$ cat config.mk
export PLATFORM = sky130hd
export DESIGN_NAME = instr_prefetch
export DESIGN_NICKNAME = d
export VERILOG_FILES = /design/src/rtl/instr_prefetch_pkg.sv /design/src/rtl/occ_counter.sv /design/src/rtl/instr_prefetch.sv
export SDC_FILE = /design/constraint.sdc
export NUM_CORES = 1
export LEC_CHECK = 0
export CAP_MARGIN = 30
export CORE_MARGIN = 2
export CORE_UTILIZATION = 51
export DETAILED_ROUTE_END_ITERATION = 8
export PLACE_DENSITY_LB_ADDON = 0.05
export SLEW_MARGIN = 15
export SYNTH_ARGS = -nofsm -noshare
export SYNTH_HDL_FRONTEND = slang
export SYNTH_SLANG_ARGS = --single-unit
$ cat constraint.sdc
create_clock -name clk -period 3.4 [get_ports clk]
set_input_delay 0.51 -clock clk [delete_from_list [all_inputs] [get_ports clk]]
set_output_delay 0.51 -clock clk [all_outputs]
set_load 0.01 [all_outputs]
$ cat src/rtl/instr_prefetch_pkg.sv
// Shared definitions for the instruction prefetch stage: fetch FSM states and
// instruction/PC constants.
package instr_prefetch_pkg;

    localparam int unsigned INSTR_W = 32;
    localparam logic [31:0] PC_STEP = 32'd4;

    typedef enum logic [1:0] {
        StIdle,
        StReq,
        StDrop
    } fetch_state_e;

endpackage

$ cat src/rtl/occ_counter.sv
// FIFO occupancy counter: clear, increment and decrement, saturating at Depth
// and at zero. Clear wins over inc/dec; simultaneous inc and dec cancel.
module occ_counter #(
    parameter int unsigned Depth = 3,
    localparam int unsigned CntW = $clog2(Depth + 1)
) (
    input  logic            clk_i,
    input  logic            rst_i,
    input  logic            clr_i,
    input  logic            inc_i,
    input  logic            dec_i,
    output logic [CntW-1:0] count_o,
    output logic            full_o
);

    localparam logic [CntW-1:0] DepthCnt = CntW'(Depth);

    logic [CntW-1:0] count_q, count_d;

    always_comb begin
        count_d = count_q;
        if (clr_i) begin
            count_d = '0;
        end else if (inc_i && !dec_i) begin
            if (count_q != DepthCnt) count_d = count_q + 1'b1;
        end else if (dec_i && !inc_i) begin
            if (count_q != '0) count_d = count_q - 1'b1;
        end
    end

    always_ff @(posedge clk_i) begin
        if (rst_i) count_q <= '0;
        else       count_q <= count_d;
    end

    assign count_o = count_q;
    assign full_o  = (count_q == DepthCnt);

endmodule

$ cat src/rtl/instr_prefetch.sv
// Instruction prefetch: single-outstanding word fetches into a small FIFO, with
// occupancy-based flow control and redirect flush.
module instr_prefetch
    import instr_prefetch_pkg::*;
#(
    parameter logic [31:0] RESET_PC = 32'h0000_0000,
    parameter int unsigned DEPTH    = 3,
    localparam int unsigned CntW    = $clog2(DEPTH + 1)
) (
    input  logic               clk,
    input  logic               rst,
    output logic               imem_req,
    output logic [31:0]        imem_addr,
    input  logic               imem_ack,
    input  logic [INSTR_W-1:0] imem_rdata,
    output logic               fifo_wren,
    output logic [INSTR_W-1:0] fifo_data,
    output logic               fifo_wrptr_clr,
    output logic               fifo_rdptr_clr,
    input  logic               pop,
    input  logic               redirect,
    input  logic [31:0]        redirect_pc,
    output logic               full,
    output logic [CntW-1:0]    count
);

    localparam logic [CntW-1:0] DepthCnt = CntW'(DEPTH);

    fetch_state_e    state_q;
    logic [31:0]     pc_q;
    logic [31:0]     pc_next;
    logic            pop_eff;
    logic            ack_take;
    logic [CntW-1:0] count_after_pop;
    logic            space_after_pop;
    logic            space_after_ack;
    logic            unused_pc_lsb;

    assign pc_next         = pc_q + PC_STEP;
    assign pop_eff         = pop && (count != '0);
    assign ack_take        = (state_q == StReq) && imem_ack && !redirect;
    assign count_after_pop = count - CntW'(pop_eff);
    assign space_after_pop = count_after_pop < DepthCnt;
    // The accepted word reserves one more entry on top of the post-pop count.
    assign space_after_ack = count_after_pop < (DepthCnt - 1'b1);
    assign unused_pc_lsb   = ^redirect_pc[1:0];

    occ_counter #(
        .Depth (DEPTH)
    ) u_occ_counter (
        .clk_i   (clk),
        .rst_i   (rst),
        .clr_i   (redirect),
        .inc_i   (ack_take),
        .dec_i   (pop_eff),
        .count_o (count),
        .full_o  (full)
    );

    always_ff @(posedge clk) begin
        if (rst) begin
            state_q        <= StIdle;
            pc_q           <= RESET_PC;
            imem_req       <= 1'b0;
            imem_addr      <= RESET_PC;
            fifo_wren      <= 1'b0;
            fifo_data      <= '0;
            fifo_wrptr_clr <= 1'b0;
            fifo_rdptr_clr <= 1'b0;
        end else begin
            fifo_wren      <= 1'b0;
            fifo_wrptr_clr <= 1'b0;
            fifo_rdptr_clr <= 1'b0;
            if (redirect) begin
                pc_q           <= {redirect_pc[31:2], 2'b00};
                fifo_wrptr_clr <= 1'b1;
                fifo_rdptr_clr <= 1'b1;
                // A request still waiting on memory must complete before refetching.
                if ((state_q == StReq || state_q == StDrop) && !imem_ack) begin
                    state_q <= StDrop;
                end else begin
                    state_q  <= StIdle;
                    imem_req <= 1'b0;
                end
            end else begin
                case (state_q)
                    StIdle: begin
                        if (space_after_pop) begin
                            state_q   <= StReq;
                            imem_req  <= 1'b1;
                            imem_addr <= pc_q;
                        end
                    end
                    StReq: begin
                        if (imem_ack) begin
                            fifo_wren <= 1'b1;
                            fifo_data <= imem_rdata;
                            pc_q      <= pc_next;
                            imem_addr <= pc_next;
                            if (!space_after_ack) begin
                                state_q  <= StIdle;
                                imem_req <= 1'b0;
                            end
                        end
                    end
                    StDrop: begin
                        if (imem_ack) begin
                            state_q  <= StIdle;
                            imem_req <= 1'b0;
                        end
                    end
                    default: begin
                        state_q  <= StIdle;
                        imem_req <= 1'b0;
                    end
                endcase
            end
        end
    end

endmodule

==> Flow_metrics.wiki <==
{| class="wikitable"
! Metric !! Value
|-
| Final-stage net count || ~770
|-
| Number of DRC markers after the initial detailed-route iteration || 187
|-
| Asr flop ratio synth || 0%
|-
| Count of warnings emitted by yosys || 0
|-
| Vertical die dimension || ~100 um
|-
| Clock Skew || between 0.015 and 0.02 ns
|-
| Worst slew margin || 49.24%
|-
| Setup-violating endpoint count in the final report || 0
|-
| Static leakage || about 2.1 nW
|-
| Total iterations of the first detailed-routing run || 4
|-
| Post CTS Setup Buffer Count || 0
|-
| Type of the most critical hold path || reg -> reg
|-
| Combined area of all synthesized cells || 4687 um2
|-
| Final period utilization || between 70% and 80%
|-
| Core Box Area || around 8800 um2
|-
| Weighted congestion at the end of routability-driven global placement || approximately 0.85
|-
| Cts bufs inserted || 9
|-
| Vias || around 4,400
|-
| Setup TNS Final || 0 ns
|-
| Category of the worst setup path capture point || register
|-
| Cell area after layout || about 6300 um2
|-
| Cell Count, Final, Fillers Out || between 800 and 900
|-
| Latest clock arrival within the worst-skew pair || ~0.36 ns
|-
| Number of max-slew violations in the final report || 0
|-
| Clock-pin slew of the registers on the worst-case setup and hold paths || 0.09 ns
|-
| Global-route wire length before repair || just under 20,000 um
|-
| Total global routing track utilization || 24.01%
|-
| Total grt overflow || 0
|-
| Average vias per placed instance || between 5 and 6
|-
| Required time at the endpoint of the critical path || 3.67 ns
|-
| Pre-CTS WS || around 0.72 ns
|-
| Die X || roughly 100 um
|-
| Count of hold-fix buffers inserted at cts || 0
|-
| Max VDD drop || approximately 280 uV
|-
| Critical path launch point type || register
|-
| Number of remaining DRC errors || 0
|-
| Floorplan row count || 34
|-
| Power density normalized to cell area || ~390 nW/um2
|-
| Time the worst path needs with I/O delays and setup || 2.564 ns
|-
| PnR worst setup slack || roughly 0.84 ns
|-
| Yosys cell types || 37
|-
| Number of top-level design ports || 140
|-
| Largest fanout on the critical path || 13
|-
| Worst-Margin Slew || 0.7614 ns
|-
| Max-capacitance violation count || 0
|-
| Remaining antenna violation count || 0
|-
| Effective utilization at floorplan || roughly 53%
|-
| Fin. Hold Viols || 0
|-
| CTS H-Tree Depth || 3
|-
| CTS sink count || 99
|-
| Data arrival time at the worst-slack endpoint || between 2 and 3 ns
|-
| Result of the run || finished clean
|-
| Clock tree from TritonCTS || done
|-
| Number of resized instances in the post-cts repair step || 0
|-
| Number of global-route vias before repair || approximately 4,300
|-
| Number of antenna violations at the first check in global routing || 0
|-
| Fraction of layout cells with a size suffix above 1 || roughly 5.0%
|-
| Number of synthesized flops with an enable pin || 0
|-
| Count of placed standard cells including taps || just under 800
|-
| Maximum root-to-sink buffer count || 2
|-
| Count of buffers inserted at the top-level ports || ~140
|-
| Diodes inserted || 0
|-
| Cell Area, Placed || ~6000 um2
|-
| Setup CP Type || reg -> reg
|-
| Post-detailed-placement half-perimeter wirelength || 8268 um
|-
| Highest clock rate || between 300 and 400 MHz
|-
| Dominant synthesized flop cell || dfxtp_1
|-
| Flop and latch count out of synthesis || 99
|-
| Layout area overhead || 33.72%
|-
| Area of the die || around 10000 um2
|-
| Sum of routed wire length over all layers || between 10,000 and 15,000 um
|-
| Mean cell area of the mapped netlist || 8.026 um2
|-
| Routed length per placed instance || ~14 um
|-
| Sequential cell area fraction in the yosys report || between 40% and 50%
|-
| Maximum number of pins on one net before global-route repair || a little over 60
|-
| Number of cells produced by synthesis || 584
|-
| Setup repair after global routing missed its margin || no
|-
| Clk root buf || clkbuf_8
|}
-- cell type report --
class | count | area [um2]
clock inverter | 5 | 62.56
sequential | 99 | 1982
inverter | 7 | 26.28
clock buffer | 11 | 141.4
multi-input combinational | 428 | 2471
fill | 759 | 2539
tap | 108 | 135.1
timing repair buffer | 147 | 1449
-- critical path: stages (launching register included) --
cell and delay (ns):
dfxtp_1 0.33, buf_4 0.17, ha_1 0.27, nand4_1 0.19, or3_1 0.56, or4_1 0.56, xor2_1 0.16, a211oi_1 0.24
-- Yosys cell counts (4+ instances only) --
cell type / instances / area (um2)
nand2_1: 95 / 356.6
nor4_1: 9 / 56.30
o21ai_0: 6 / 30.03
mux2i_1: 6 / 60.06
nand3_1: 22 / 110.1
nor3_1: 18 / 90.09
a21oi_1: 44 / 220.2
dfxtp_1: 99 / 1982
buf_2: 5 / 25.02
buf_4: 5 / 37.54
inv_1: 7 / 26.28
xor2_1: 28 / 245.2
and3_1: 5 / 31.28
clkbuf_1: 35 / 131.4
ha_1: 5 / 62.56
buf_1: 4 / 15.01
nor2_1: 72 / 270.3
a211oi_1: 49 / 367.9
xnor2_1: 28 / 245.2
nand4_1: 15 / 93.84
-- worst paths after layout --
path,cells after the start,slack [ns],end,startpoint
worst min-delay path,2,0.46,fifo_data[20],fifo_data[20]
worst max-delay path,7,0.84,imem_addr[30],pc_q[3]
worst min register to register,2,0.46,fifo_data[20],fifo_data[20]
worst max register to register,7,0.84,imem_addr[30],pc_q[3]
-- sequential cells by signal (all words and copies together) (netlist names) --
signal and cells:
pc_q 30, fifo_rdptr_clr 1, imem_req 1, fifo_data 32
state_q 2, fifo_wren 1, u_occ_counter.count_o 2, imem_addr 30
-- per-layer routing --
| layer | GRT usage (%) | share of wire [%] | up-vias |
|---|---|---|---|
| li1 | - | - | 2227 |
| met1 | 29.56 | 42 | 1996 |
| met2 | 40.96 | 48 | 153 |
| met3 | 7.033 | 8.2 | 13 |
| met4 | 6.955 | 1.2 | 0 |
| met5 | 0 | 0 | - |
-- placed cells by master (no fill, tap or decap), types with 3 or more instances in the layout --
cell,n
a211oi_1,49
a21oi_1,44
a311oi_1,3
and3_1,5
and4_1,3
buf_4,11
clkbuf_8,10
clkdlybuf4s50_1,134
dfxtp_1,99
ha_1,5
inv_1,7
mux2i_1,6
nand2_1,95
nand3_1,22
nand4_1,15
nor2_1,71
nor3_1,17
nor4_1,9
o21ai_0,6
or3_1,3
or4_1,3
xnor2_1,28
xor2_1,28
-- cells by family after synthesis --
logic type | count (synthesis) | synth area share (%)
compound gates | 106 | 14.44
flops | 99 | 42.29
other cells | 1 | 0.08001
mux | 6 | 1.281
xor+xnor | 56 | 10.46
buf+inv | 58 | 5.232
fa+ha+maj | 5 | 1.335
simple gates | 253 | 24.88
-- stage by stage --
step                total power [mW]  utilization (%)  hold WS [ns]
finish                         2.467            71.17        0.4572
global route                   2.583            71.17        0.4867
CTS                            2.490            71.17        0.4596
detailed placement             1.723            68.85        0.4466
global placement               1.709            68.85        0.4411
floorplan                      1.512                -        0.4805
-- power by group --
part | switching (mW) | internal (mW) | total, mW
Clock | 0.409 | 0.364 | 0.773
Sequential | 0.0611 | 1.23 | 1.29
Combinational | 0.183 | 0.223 | 0.406
No activity file was read; power rests on OpenSTA's default activity.
